File: config.mk
export PLATFORM = sky130hd
export DESIGN_NAME = cambus_gen
export DESIGN_NICKNAME = d
export VERILOG_FILES = /design/src/rtl/cambus_pkg.sv /design/src/rtl/cambus_timing.sv /design/src/rtl/cambus_gen.sv
export SDC_FILE = /design/constraint.sdc
export NUM_CORES = 1
export LEC_CHECK = 0
export CAP_MARGIN = 20
export CORE_UTILIZATION = 30
export CTS_CLUSTER_DIAMETER = 100
export DETAILED_ROUTE_END_ITERATION = 7
export GPL_ROUTABILITY_DRIVEN = 0
export PLACE_DENSITY_LB_ADDON = 0.1
export SYNTH_ARGS = -nofsm -noshare
export SYNTH_HDL_FRONTEND = slang
export SYNTH_SLANG_ARGS = --single-unit
File: constraint.sdc
create_clock -name clk -period 7.3 [get_ports clk]
set_clock_uncertainty 0.1 [all_clocks]
set_input_delay 1.095 -clock clk [delete_from_list [all_inputs] [get_ports clk]]
set_output_delay 1.095 -clock clk [all_outputs]
set_load 0.01 [all_outputs]
File: src/rtl/cambus_pkg.sv
// rtl/cambus_pkg.sv - shared cambus constants, timing defaults and state enum
package cambus_pkg;

  localparam int PIX_W = 12;
  localparam int CNT_W = 9;

  localparam int DEF_CLK_DIV     = 4;
  localparam int DEF_H_ACTIVE    = 320;
  localparam int DEF_H_TOTAL     = 400;
  localparam int DEF_HSYNC_LEN   = 32;
  localparam int DEF_V_ACTIVE    = 256;
  localparam int DEF_V_TOTAL     = 262;
  localparam int DEF_VSYNC_LINES = 3;

  typedef enum logic {
    ST_IDLE = 1'b0,
    ST_RUN  = 1'b1
  } cam_state_e;

  // Line 0 is blank; visible lines are 1..v_active.
  function automatic logic is_visible(input logic [CNT_W-1:0] h,
                                      input logic [CNT_W-1:0] v,
                                      input logic [CNT_W-1:0] h_active,
                                      input logic [CNT_W-1:0] v_active);
    return (h < h_active) && (v != '0) && (v <= v_active);
  endfunction

endpackage

File: src/rtl/cambus_timing.sv
// rtl/cambus_timing.sv - pixel clock divider and h/v position counters
module cambus_timing
  import cambus_pkg::*;
#(
  parameter int CLK_DIV = DEF_CLK_DIV,
  parameter int H_TOTAL = DEF_H_TOTAL,
  parameter int V_TOTAL = DEF_V_TOTAL
) (
  input  logic             clk,
  input  logic             rst,
  input  logic             advance,
  output logic             tick,
  output logic             cam_clk,
  output logic [CNT_W-1:0] h_next,
  output logic [CNT_W-1:0] v_next,
  output logic             v_wrap
);

  localparam int DIV_W = $clog2(CLK_DIV);
  localparam logic [DIV_W-1:0] DIV_LAST = DIV_W'(CLK_DIV - 1);
  localparam logic [DIV_W-1:0] DIV_HALF = DIV_W'(CLK_DIV / 2);
  localparam logic [CNT_W-1:0] H_LAST   = CNT_W'(H_TOTAL - 1);
  localparam logic [CNT_W-1:0] V_LAST   = CNT_W'(V_TOTAL - 1);

  logic [DIV_W-1:0] div_cnt;
  logic [DIV_W-1:0] div_nxt;
  logic [CNT_W-1:0] h_cnt;
  logic [CNT_W-1:0] v_cnt;
  logic             h_wrap;

  assign tick    = (div_cnt == DIV_LAST);
  assign div_nxt = tick ? '0 : div_cnt + 1'b1;
  assign h_wrap  = (h_cnt == H_LAST);
  assign v_wrap  = h_wrap && (v_cnt == V_LAST);
  assign h_next  = h_wrap ? '0 : h_cnt + 1'b1;
  assign v_next  = v_wrap ? '0 : (h_wrap ? v_cnt + 1'b1 : v_cnt);

  // cam_clk is registered from the next divider value so it mirrors div_cnt exactly.
  always_ff @(posedge clk or posedge rst) begin
    if (rst) begin
      div_cnt <= '0;
      cam_clk <= 1'b0;
      h_cnt   <= '0;
      v_cnt   <= '0;
    end else begin
      div_cnt <= div_nxt;
      cam_clk <= (div_nxt >= DIV_HALF);
      if (tick && advance) begin
        h_cnt <= h_next;
        v_cnt <= v_next;
      end
    end
  end

endmodule

File: src/rtl/cambus_gen.sv
// rtl/cambus_gen.sv - camera bus transmitter; CAMBUS_GEN_TEST_PATTERN_EN enables the internal test pattern
module cambus_gen
  import cambus_pkg::*;
#(
  parameter int CLK_DIV     = DEF_CLK_DIV,
  parameter int H_ACTIVE    = DEF_H_ACTIVE,
  parameter int H_TOTAL     = DEF_H_TOTAL,
  parameter int HSYNC_LEN   = DEF_HSYNC_LEN,
  parameter int V_ACTIVE    = DEF_V_ACTIVE,
  parameter int V_TOTAL     = DEF_V_TOTAL,
  parameter int VSYNC_LINES = DEF_VSYNC_LINES
) (
  input  logic             clk,
  input  logic             rst,
  input  logic             enable,
  input  logic [PIX_W-1:0] pix_data,
  input  logic             pix_valid,
  output logic             pix_ready,
  input  logic             show_test_pattern,
  input  logic             underflow_clr,
  output logic             cam_clk,
  output logic [PIX_W-1:0] cam_pixel,
  output logic             cam_hsync,
  output logic             cam_vsync,
  output logic             frame_start,
  output logic             underflow
);

  localparam logic [CNT_W-1:0] H_ACT_C = CNT_W'(H_ACTIVE);
  localparam logic [CNT_W-1:0] V_ACT_C = CNT_W'(V_ACTIVE);
  localparam logic [CNT_W-1:0] HSYNC_C = CNT_W'(HSYNC_LEN);
  localparam logic [CNT_W-1:0] VSYNC_C = CNT_W'(VSYNC_LINES);

  cam_state_e       state;
  cam_state_e       state_nxt;
  logic             tick;
  logic             v_wrap;
  logic             run;
  logic [CNT_W-1:0] h_next;
  logic [CNT_W-1:0] v_next;
  logic             pattern_sel;
  logic             launch;
  logic             stop;
  logic             launch_vis;
  logic             launch_first;
  logic [CNT_W-1:0] launch_h;
  logic [CNT_W-1:0] launch_v;
  logic [PIX_W-1:0] pattern_pix;

`ifdef CAMBUS_GEN_TEST_PATTERN_EN
  assign pattern_sel = show_test_pattern;
`else
  logic unused_show_test_pattern;
  assign unused_show_test_pattern = show_test_pattern;
  assign pattern_sel = 1'b0;
`endif

  assign run = (state == ST_RUN);

  cambus_timing #(
    .CLK_DIV (CLK_DIV),
    .H_TOTAL (H_TOTAL),
    .V_TOTAL (V_TOTAL)
  ) u_timing (
    .clk     (clk),
    .rst     (rst),
    .advance (run),
    .tick    (tick),
    .cam_clk (cam_clk),
    .h_next  (h_next),
    .v_next  (v_next),
    .v_wrap  (v_wrap)
  );

  always_ff @(posedge clk or posedge rst) begin
    if (rst) state <= ST_IDLE;
    else     state <= state_nxt;
  end

  // enable is only looked at on a frame boundary, so frames are never cut short.
  always_comb begin
    state_nxt = state;
    case (state)
      ST_IDLE: if (tick && enable) state_nxt = ST_RUN;
      ST_RUN:  if (tick && v_wrap && !enable) state_nxt = ST_IDLE;
      default: state_nxt = ST_IDLE;
    endcase
  end

  always_comb begin
    launch   = 1'b0;
    stop     = 1'b0;
    launch_h = '0;
    launch_v = '0;
    case (state)
      ST_IDLE: launch = tick && enable;
      ST_RUN: begin
        launch_h = h_next;
        launch_v = v_next;
        if (tick) begin
          if (v_wrap && !enable) stop = 1'b1;
          else                   launch = 1'b1;
        end
      end
      default: ;
    endcase
    launch_vis   = is_visible(launch_h, launch_v, H_ACT_C, V_ACT_C);
    pix_ready    = launch && launch_vis && !pattern_sel;
    launch_first = launch && (launch_h == '0) && (launch_v == '0);
    pattern_pix  = {launch_v[5:0], launch_h[5:0]};
  end

  always_ff @(posedge clk or posedge rst) begin
    if (rst) begin
      cam_pixel   <= '0;
      cam_hsync   <= 1'b0;
      cam_vsync   <= 1'b0;
      frame_start <= 1'b0;
      underflow   <= 1'b0;
    end else begin
      frame_start <= launch_first;
      if (launch) begin
        cam_hsync <= (launch_h < HSYNC_C);
        cam_vsync <= (launch_v < VSYNC_C);
        if (!launch_vis)     cam_pixel <= '0;
        else if (pattern_sel) cam_pixel <= pattern_pix;
        else if (pix_valid)  cam_pixel <= pix_data;
        else                 cam_pixel <= '0;
      end else if (stop) begin
        cam_hsync <= 1'b0;
        cam_vsync <= 1'b0;
        cam_pixel <= '0;
      end
      // A new starvation event takes priority over a clear in the same cycle.
      underflow <= (pix_ready && !pix_valid) || (underflow && !underflow_clr);
    end
  end

endmodule

* After elaboration in Yosys (flattened, before gate mapping)
Cells that the tools add are included.
Cells by class: add/subtract/negate cells 3, order comparisons 5, equality and inequality tests 3, mux-type cells 22, bitwise logic cells 1, reduce and logical (&&, ||, !) cells 21
Operator list (count):
- 12-bit 2-to-1 mux | 4
- 9-bit 2-to-1 mux | 5
- 9-bit by 1-bit adder with 9-bit output (second input constant) | 2
- 9-bit equality test (second input constant) | 2
- 9-bit logical NOT | 2
- 1-bit logical AND | 13
- 1-bit 2-to-1 mux | 10
- 9-bit less-or-equal comparator (second input constant) | 1
- 9-bit by 2-bit less-than comparator with 1-bit output (second input constant) | 1
- 9-bit by 6-bit less-than comparator with 1-bit output (second input constant) | 1
- 9-bit less-than comparator (second input constant) | 1
- 9-bit nonzero test | 1
- 1-bit one-hot mux with 2 select lines | 2
- 1-bit logical NOT | 3
- 2-bit by 1-bit adder with 2-bit output (second input constant) | 1
- 2-bit equality test (second input constant) | 1
- 2-bit >= comparator (second input constant) | 1
- 2-bit 2-to-1 mux | 1
- 2-bit nonzero test | 1
- 1-bit logical OR | 1
- 1-bit inverter | 1
Word-level totals: flip-flop bits (word level) 38, input port bits 18, output and inout port bits 18, word-level logic and storage cells 65

* Longest topological paths before layout
Gate-level depths: netlist of the first run.
depth after elaboration 10, mapped depth 11, depth with buffers taken out 9

* Cells and area by module
A second synthesis of the first run with hierarchy kept.
Second synthesis, totals: cell total of the unflattened synthesis 214, area total of the unflattened synthesis 2102.0 um^2
By module, submodules not included:
- cambus_timing | instances 1, cells each 151, area an instance 1321.3 um^2, sequential area each 500.5 um^2
- cambus_gen | instances 1, cells each 63, area an instance 780.7 um^2, sequential area each 425.4 um^2

* Worst setup path after synthesis of the first run
OpenSTA, ideal clock, no wires.
path kind reg-to-output, start point reg u_timing.h_cnt[0], end point out pix_ready, data arrival time 2.479 ns, data required time 6.105 ns, slack 3.626 ns, stages on the path, launching flop included 11, buffers on the path 2, cells stage by stage dfrtp_1 ha_1 nand4b_2 buf_6 or2_1 buf_6 nor3_1 nand2_1 a221o_2 and2_2 nor2_1
Between the ends: cells in the longest elaborated chain, start to end 8
Ends and longest elaborated chain:
- start: declaration | line cambus_timing.sv:27 | logic [CNT_W-1:0] h_cnt;
- start signal: assignment | line cambus_timing.sv:49 | h_cnt <= h_next;
- parallel branches: the longest is 7 deep, another holds 9-bit by 1-bit adder with 9-bit output
- 1-bit logical AND (*) | line cambus_gen.sv:108 | pix_ready = launch && launch_vis && !pattern_sel;
- end: declaration | line cambus_gen.sv:18 | output logic pix_ready,
Every way passes the cells marked *.

* Worst setup path after layout of the first run
start point reg u_timing.h_cnt[1], end point out pix_ready
Same word-level chain as after synthesis.

==> impl_metrics.env, run 1 <==
export IMPL_cp_start_kind="flip-flop"
export IMPL_combPwrFrac_pct=12.9
export IMPL_place_area_mm2=0.002570
export IMPL_post_cts_setup_buffers=0
export IMPL_cts_buffers=5
export IMPL_globalRoute_totalOverflow=0
export IMPL_hold_viol=0
export IMPL_htreeDepth=2
export IMPL_met3_length_um=237
export IMPL_async_reset_ff_share_pct=100.0
export IMPL_yosys_top_cells_area="dfrtp_1 41%, a22o_1 5.0%, nand2_1 4.1%"
export IMPL_dr_pass1_iters=4
export IMPL_die_w_um=88.84
export IMPL_wl_per_cell_um=14.80
export IMPL_max_freq_mhz=196.9
export IMPL_syn_inst=229
export IMPL_power_density_mw_per_mm2=180.7
export IMPL_root_buffer="clkbuf_8"
export IMPL_wl_met1_um=2658
export IMPL_hold_path_class="reg -> reg"
export IMPL_synth_main_ff_cell="dfrtp_1"
export IMPL_tightest_slew_ns=0.8090
export IMPL_seqPwrFrac_pct=49.6
export IMPL_ys_warnings_count=0
export IMPL_synth_nets=251
export IMPL_finalPower_mw=0.4846
export IMPL_top_regs="cam_pixel: 12 flops, u_timing.h_cnt: 9 flops, u_timing.v_cnt: 9 flops"
export IMPL_multi_input_area_mm2=0.001142
export IMPL_cts_num_sinks=37
export IMPL_syn_to_final_growth_pct=18.53
export IMPL_fin_crit_sh_pct=69.57
export IMPL_ys_seq_area_share_pct=40.93
export IMPL_rsz0062_at_grt="false"
export IMPL_setup_viol=0
export IMPL_cp_required_ns=6.11
export IMPL_status="finished, final reports clean"
export IMPL_fin_area_mm2=0.002681
export IMPL_drtIter0Drc=155
export IMPL_hpwlAfterDp_um=3542
export IMPL_grt_pass1_wl_um=8507
export IMPL_routed_wl_um=5210
export IMPL_ff_latch_area_um2=925.9
export IMPL_tns_ns=0
export IMPL_drc=0
export IMPL_grtUsageTotal_pct=14.35
export IMPL_clockPowerShare_pct=37.5
export IMPL_ant_nets=0
export IMPL_largest_register="cam_pixel"
export IMPL_wl_met2_um=2279
export IMPL_slew_headroom_pct=45.65
export IMPL_period_minus_slack_ns=5.079
export IMPL_routed_top_layer="met4"
export IMPL_tritoncts="done"
export IMPL_maxCapViolCount=0
export IMPL_synth_cell_types=55
export IMPL_p_int_mw=0.3509
export IMPL_hold_buffers=0
export IMPL_ys_ff_latch=37
export IMPL_postSynthAreaPerCell_um2=9.878
export IMPL_crit_type="reg -> out"
export IMPL_largest_reg_flops=12
export IMPL_insertedDiodeCount=0
export IMPL_core_rowCount=31
export IMPL_fillCellCount=737
export IMPL_switching_share_pct=27.60
export IMPL_cts_resized=0
export IMPL_drive_gt1_share_pct=9.091
export IMPL_vias=1781
export IMPL_chipHeight_um=88.84
export IMPL_peakVddDrop_mv=0.07303
export IMPL_synth_top_cell_by_area="dfrtp_1"
export IMPL_synth_edff_count=0
export IMPL_critPathMaxFanout=11
export IMPL_arrival_ns=3.88
export IMPL_via_per_inst=5.060
export IMPL_synth_top_area_share_pct=40.93
export IMPL_finalMaxSlewViolations=0
export IMPL_core_area_mm2=0.007253
export IMPL_synth_area_mm2=0.002262
export IMPL_p_switching_mw=0.1337
export IMPL_power_leakage_nw=1.089
export IMPL_start_util_pct=31.19
export IMPL_ios=36
export IMPL_grt_max_degree=38
export IMPL_cts_max_path_buffers=2
export IMPL_antenna_found_initial=0
export IMPL_fin_nets=274
export IMPL_portBuffers=34
export IMPL_clk_pin_slew_ns=0.09
export IMPL_grt_pass1_vias=1632
export IMPL_clk_latency_ns=0.29
export IMPL_design_die_area_mm2=0.007892
export IMPL_cp_end_kind="primary output"
## worst paths after layout
path / start / to / slack (ns) / cells after the start
setup / recovery: u_timing.h_cnt[1]$_DFFE_PP0P_ / pix_ready / 2.22 / 9
hold / removal: u_timing.div_cnt[0]$_DFF_PP0_ / u_timing.div_cnt[0]$_DFF_PP0_ / 0.34 / 1
setup reg to reg: u_timing.h_cnt[1]$_DFFE_PP0P_ / cam_pixel[6]$_DFFE_PP0P_ / 3.45 / 8
hold reg to reg: u_timing.div_cnt[0]$_DFF_PP0_ / u_timing.div_cnt[0]$_DFF_PP0_ / 0.34 / 1
max in group asynchronous: rst / u_timing.v_cnt[0]$_DFFE_PP0P_ / 5.63 / 3
min in group asynchronous: rst / underflow$_DFF_PP0_ / 1.12 / 3
## power groups by stage
| stage | Sequential [mW] | Combinational [mW] | Clock, mW |
|---|---|---|---|
| 4_1_cts | 0.240 | 0.0629 | 0.191 |
| 3_5_place_dp | 0.244 | 0.0627 | 0 |
| 3_3_place_gp | 0.244 | 0.0629 | 0 |
| 6_report | 0.240 | 0.0625 | 0.182 |
| 5_1_grt | 0.242 | 0.0721 | 0.198 |
| 2_1_floorplan | 0.227 | 0.0717 | 0 |
## final cells by class
type                       count  area share [%]
timing repair buffer          36           13.25
sequential                    37           34.53
inverter                       6          0.8399
multi-input combinational    166           42.60
clock buffer                   6           2.706
clock inverter                 2           1.447
tap                           99           4.620
## through the flow
step | cells | setup WS, ns | hold slack [ns] | util, %
floorplan | 229 | 3.626 | 0.3007 | -
global placement | 344 | 2.561 | 0.3195 | 35.43
detailed placement | 344 | 2.574 | 0.3300 | 35.43
CTS | 352 | 2.246 | 0.3394 | 36.97
global route | 352 | 2.050 | 0.3579 | 36.97
finish | 352 | 2.221 | 0.3362 | 36.97
## layer usage
layer / vias up / track usage [%]
met5: - / 0
met4: 0 / 4.839
met3: 2 / 3.825
met2: 40 / 20.77
met1: 850 / 20.59
li1: 889 / -
## cells in the mapped netlist, drive strengths merged (6+ instances only)
cell type and n:
clkbuf 6, dfrtp 37, xnor2 6, o31ai 6
nand3 13, a22o 13, o21ai 16, nand2 25
a21oi 6, nor2 13, inv 6, xor2 7
nor3 9, buf 13
## worst max-delay path, cell delays in order, from the launching register on
cell and delay [ns]:
dfrtp_1 0.43, ha_1 0.29, nand4b_2 0.34, or2_1 0.44, nor3_1 0.71, nand2_1 0.11, a221o_2 0.42, and2_2 0.19
nor2_1 0.11, clkdlybuf4s50_1 0.55
## cell usage in the layout (no fill, tap or decap), drive strengths merged, types with 2 or more instances in the layout
master and n:
a21oi 6, nand4b 2, nor3 9, o21ai 16, a31oi 3, xnor2 6, buf 2, inv 6
o22ai 2, clkbuf 6, xor2 7, o31ai 6, nor2 13, nand4 3, o32ai 2, dfrtp 37
nand2 25, and2 2, nand3 13, and3 4, a2111oi 2, or4 4, ha 4, nor4 5
a22o 13, a21o 4, clkdlybuf4s50 34
## logic make-up after synthesis
kind of cell	Yosys count	share of synthesized area, %
simple gates	86	22.01
compound gates	62	20.80
flops	37	40.93
buf+inv	26	8.572
xor+xnor	13	5.033
fa+ha+maj	4	2.212
mux	1	0.4425
(Power assumes the default switching activity.)
==> run 2: changes to the inputs <==
Clock period 7.3 ns to 4.46 ns, I/O delays scaled along.
==> run 2 against run 1 <==
  * Clock power rose by 32%
  * Routed wire length up 4.0%
  * Critical path depth stayed put
  * Sequential cell count stayed put
  * Sequential power rose by 63%
  * Clock-buffer cell count stayed put
  * Worst hold slack lost 0.0052 ns
  * Worst setup slack got worse by 2.0 ns
  * Non-clock buffer count rose by 4
  * Combinational power is 84% higher
  * Critical endpoint unchanged
==> impl_metrics.env, run 2 (same netlist as run 1, synthesis figures left out) <==
export IMPL_status="finished, final reports clean"
export IMPL_chipHeight_um=88.84
export IMPL_grt_pass1_vias=1752
export IMPL_vias=1830
export IMPL_start_util_pct=31.19
export IMPL_cp_slowest_stage_delay_ns=0.55
export IMPL_hp_start="u_timing.div_cnt[0]$_DFF_PP0_"
export IMPL_finalMaxSlewViolations=0
export IMPL_cts_max_path_buffers=2
export IMPL_max_freq_mhz=236.9
export IMPL_period_minus_slack_ns=4.222
export IMPL_reg2reg_from="u_timing.h_cnt[0]$_DFFE_PP0P_"
export IMPL_setup_viol=0
export IMPL_path_buf_inv=1
export IMPL_wl_per_cell_um=15.22
export IMPL_crit_type="reg -> out"
export IMPL_cts_resized=0
export IMPL_cp_required_ns=3.69
export IMPL_fin_nets=278
export IMPL_core_rowCount=31
export IMPL_drive_gt1_share_pct=10.51
export IMPL_design_die_area_mm2=0.007892
export IMPL_drc=0
export IMPL_min_path_cells=1
export IMPL_tns_ns=0
export IMPL_drtIter0Drc=177
export IMPL_dr_pass1_iters=4
export IMPL_place_ws_ns=0.5248
export IMPL_cp_cell_sequence="ha_1 -> nand4b_4 -> or2_1 -> o21ai_0 -> nor3_1 -> a221o_2 -> and2_2 -> nor2_1 -> clkdlybuf4s50_1"
export IMPL_hold_viol=0
export IMPL_root_buffer="clkbuf_8"
export IMPL_slew_headroom_pct=49.62
export IMPL_ios=36
export IMPL_cts_num_sinks=37
export IMPL_cp_start_kind="flip-flop"
export IMPL_multi_input_area_mm2=0.001151
export IMPL_die_w_um=88.84
export IMPL_peakVddDrop_mv=0.1028
export IMPL_rsz0062_at_grt="false"
export IMPL_tritoncts="done"
export IMPL_ff_latch_area_um2=925.9
export IMPL_largest_register="cam_pixel"
export IMPL_hpwlAfterDp_um=3699
export IMPL_htreeDepth=2
export IMPL_arrival_ns=3.45
export IMPL_portBuffers=34
export IMPL_top_regs="cam_pixel: 12 flops, u_timing.h_cnt: 9 flops, u_timing.v_cnt: 9 flops"
export IMPL_syn_to_final_growth_pct=18.97
export IMPL_worst_slack_ns=0.2384
export IMPL_hold_path_class="reg -> reg"
export IMPL_antenna_found_initial=0
export IMPL_fillCellCount=774
export IMPL_min_to="u_timing.div_cnt[0]$_DFF_PP0_"
export IMPL_ant_nets=0
export IMPL_via_per_inst=5.140
export IMPL_cp_slowest_cell="clkdlybuf4s50_1"
export IMPL_r2r_cells=8
export IMPL_final_cell_mix="37 x dfrtp_1, 34 x clkdlybuf4s50_1, 25 x nand2_1"
export IMPL_power_leakage_nw=1.105
export IMPL_cts_buffers=5
export IMPL_crit_family="simple AND/OR/NAND/NOR gates"
export IMPL_r2r_end="cam_pixel[6]$_DFFE_PP0P_"
export IMPL_hold_buffers=0
export IMPL_critPathMaxFanout=11
export IMPL_insertedDiodeCount=0
export IMPL_core_area_mm2=0.007253
export IMPL_maxCapViolCount=0
export IMPL_post_cts_setup_buffers=0
export IMPL_grtUsageTotal_pct=15.39
export IMPL_routed_wl_um=5419
export IMPL_grt_pass1_wl_um=9211
export IMPL_largest_reg_flops=12
export IMPL_tightest_slew_ns=0.7557
export IMPL_power_density_mw_per_mm2=277.9
export IMPL_clk_latency_ns=0.30
export IMPL_grt_max_degree=38
export IMPL_fin_crit_sh_pct=94.66
export IMPL_clk_pin_slew_ns=0.08
export IMPL_globalRoute_totalOverflow=0
export IMPL_r2r_slack_ns=1.05
export IMPL_layout_commonest_cell="dfrtp_1"
export IMPL_cp_end_kind="primary output"
[run 2: cell count changes in the layout (fill, tap and decap cells not counted)]
cell,change
buf_4,+4
nand4b_4,+1
bufinv_16,-1
clkinv_4,-1
clkinv_2,+2
nand4b_2,-1
[run 2: per-stage QoR]
| step | power (mW) | cell area (um^2) | hold slack, ns | cells | utilization [%] |
|---|---|---|---|---|---|
| after floorplan | 0.4885 | 2262 | 0.3007 | 229 | - |
| after global placement | 0.5052 | 2600 | 0.3164 | 348 | 35.85 |
| after detailed placement | 0.5068 | 2600 | 0.3204 | 348 | 35.85 |
| after CTS | 0.7522 | 2683 | 0.3337 | 356 | 36.98 |
| after global routing | 0.7945 | 2691 | 0.3631 | 356 | 37.11 |
| final | 0.7480 | 2691 | 0.3310 | 356 | 37.11 |
[run 2: worst max path at each step]
stage	start	endpoint	slack, ns	cells after the start
4_1_cts	u_timing.h_cnt[0]$_DFFE_PP0P_	pix_ready	0.17	9
6_report	u_timing.h_cnt[0]$_DFFE_PP0P_	pix_ready	0.24	9
5_1_grt	u_timing.h_cnt[0]$_DFFE_PP0P_	pix_ready	0.02	9
3_5_place_dp	u_timing.h_cnt[0]$_DFFE_PP0P_	pix_ready	0.52	9
2_1_floorplan	u_timing.h_cnt[0]$_DFFE_PP0P_	pix_ready	1.21	10
3_3_place_gp	u_timing.h_cnt[0]$_DFFE_PP0P_	pix_ready	0.54	9
[run 2: metal layers]
metal | vias to the layer above | share of wire (%) | global-route usage [%]
met3 | 4 | 4.3 | 3.451
met5 | - | 0 | 0
met4 | 0 | 0.98 | 4.839
met2 | 52 | 43 | 21.68
met1 | 877 | 52 | 23.11
li1 | 897 | - | -
[run 2: area by class of cell]
cell class	count	share of cell area [%]
flip-flops and latches	37	34.40
inverters	6	0.8368
clock inverters	2	0.3719
clock buffers	6	2.696
repair buffers	40	14.32
well taps	99	4.603
multi-input cells	166	42.77
[run 2: where the power goes]
| part | switching [mW] | total, mW | internal (mW) |
|---|---|---|---|
| Combinational | 0.0562 | 0.115 | 0.0585 |
| Sequential | 0.0393 | 0.392 | 0.353 |
| Clock | 0.132 | 0.241 | 0.109 |
==> run 3: changes to the inputs <==
Settings changed: SLEW_MARGIN set to 20.
==> results of run 3 <==
Same layout as run 2: the final DEF is identical, and so are final timing and power.
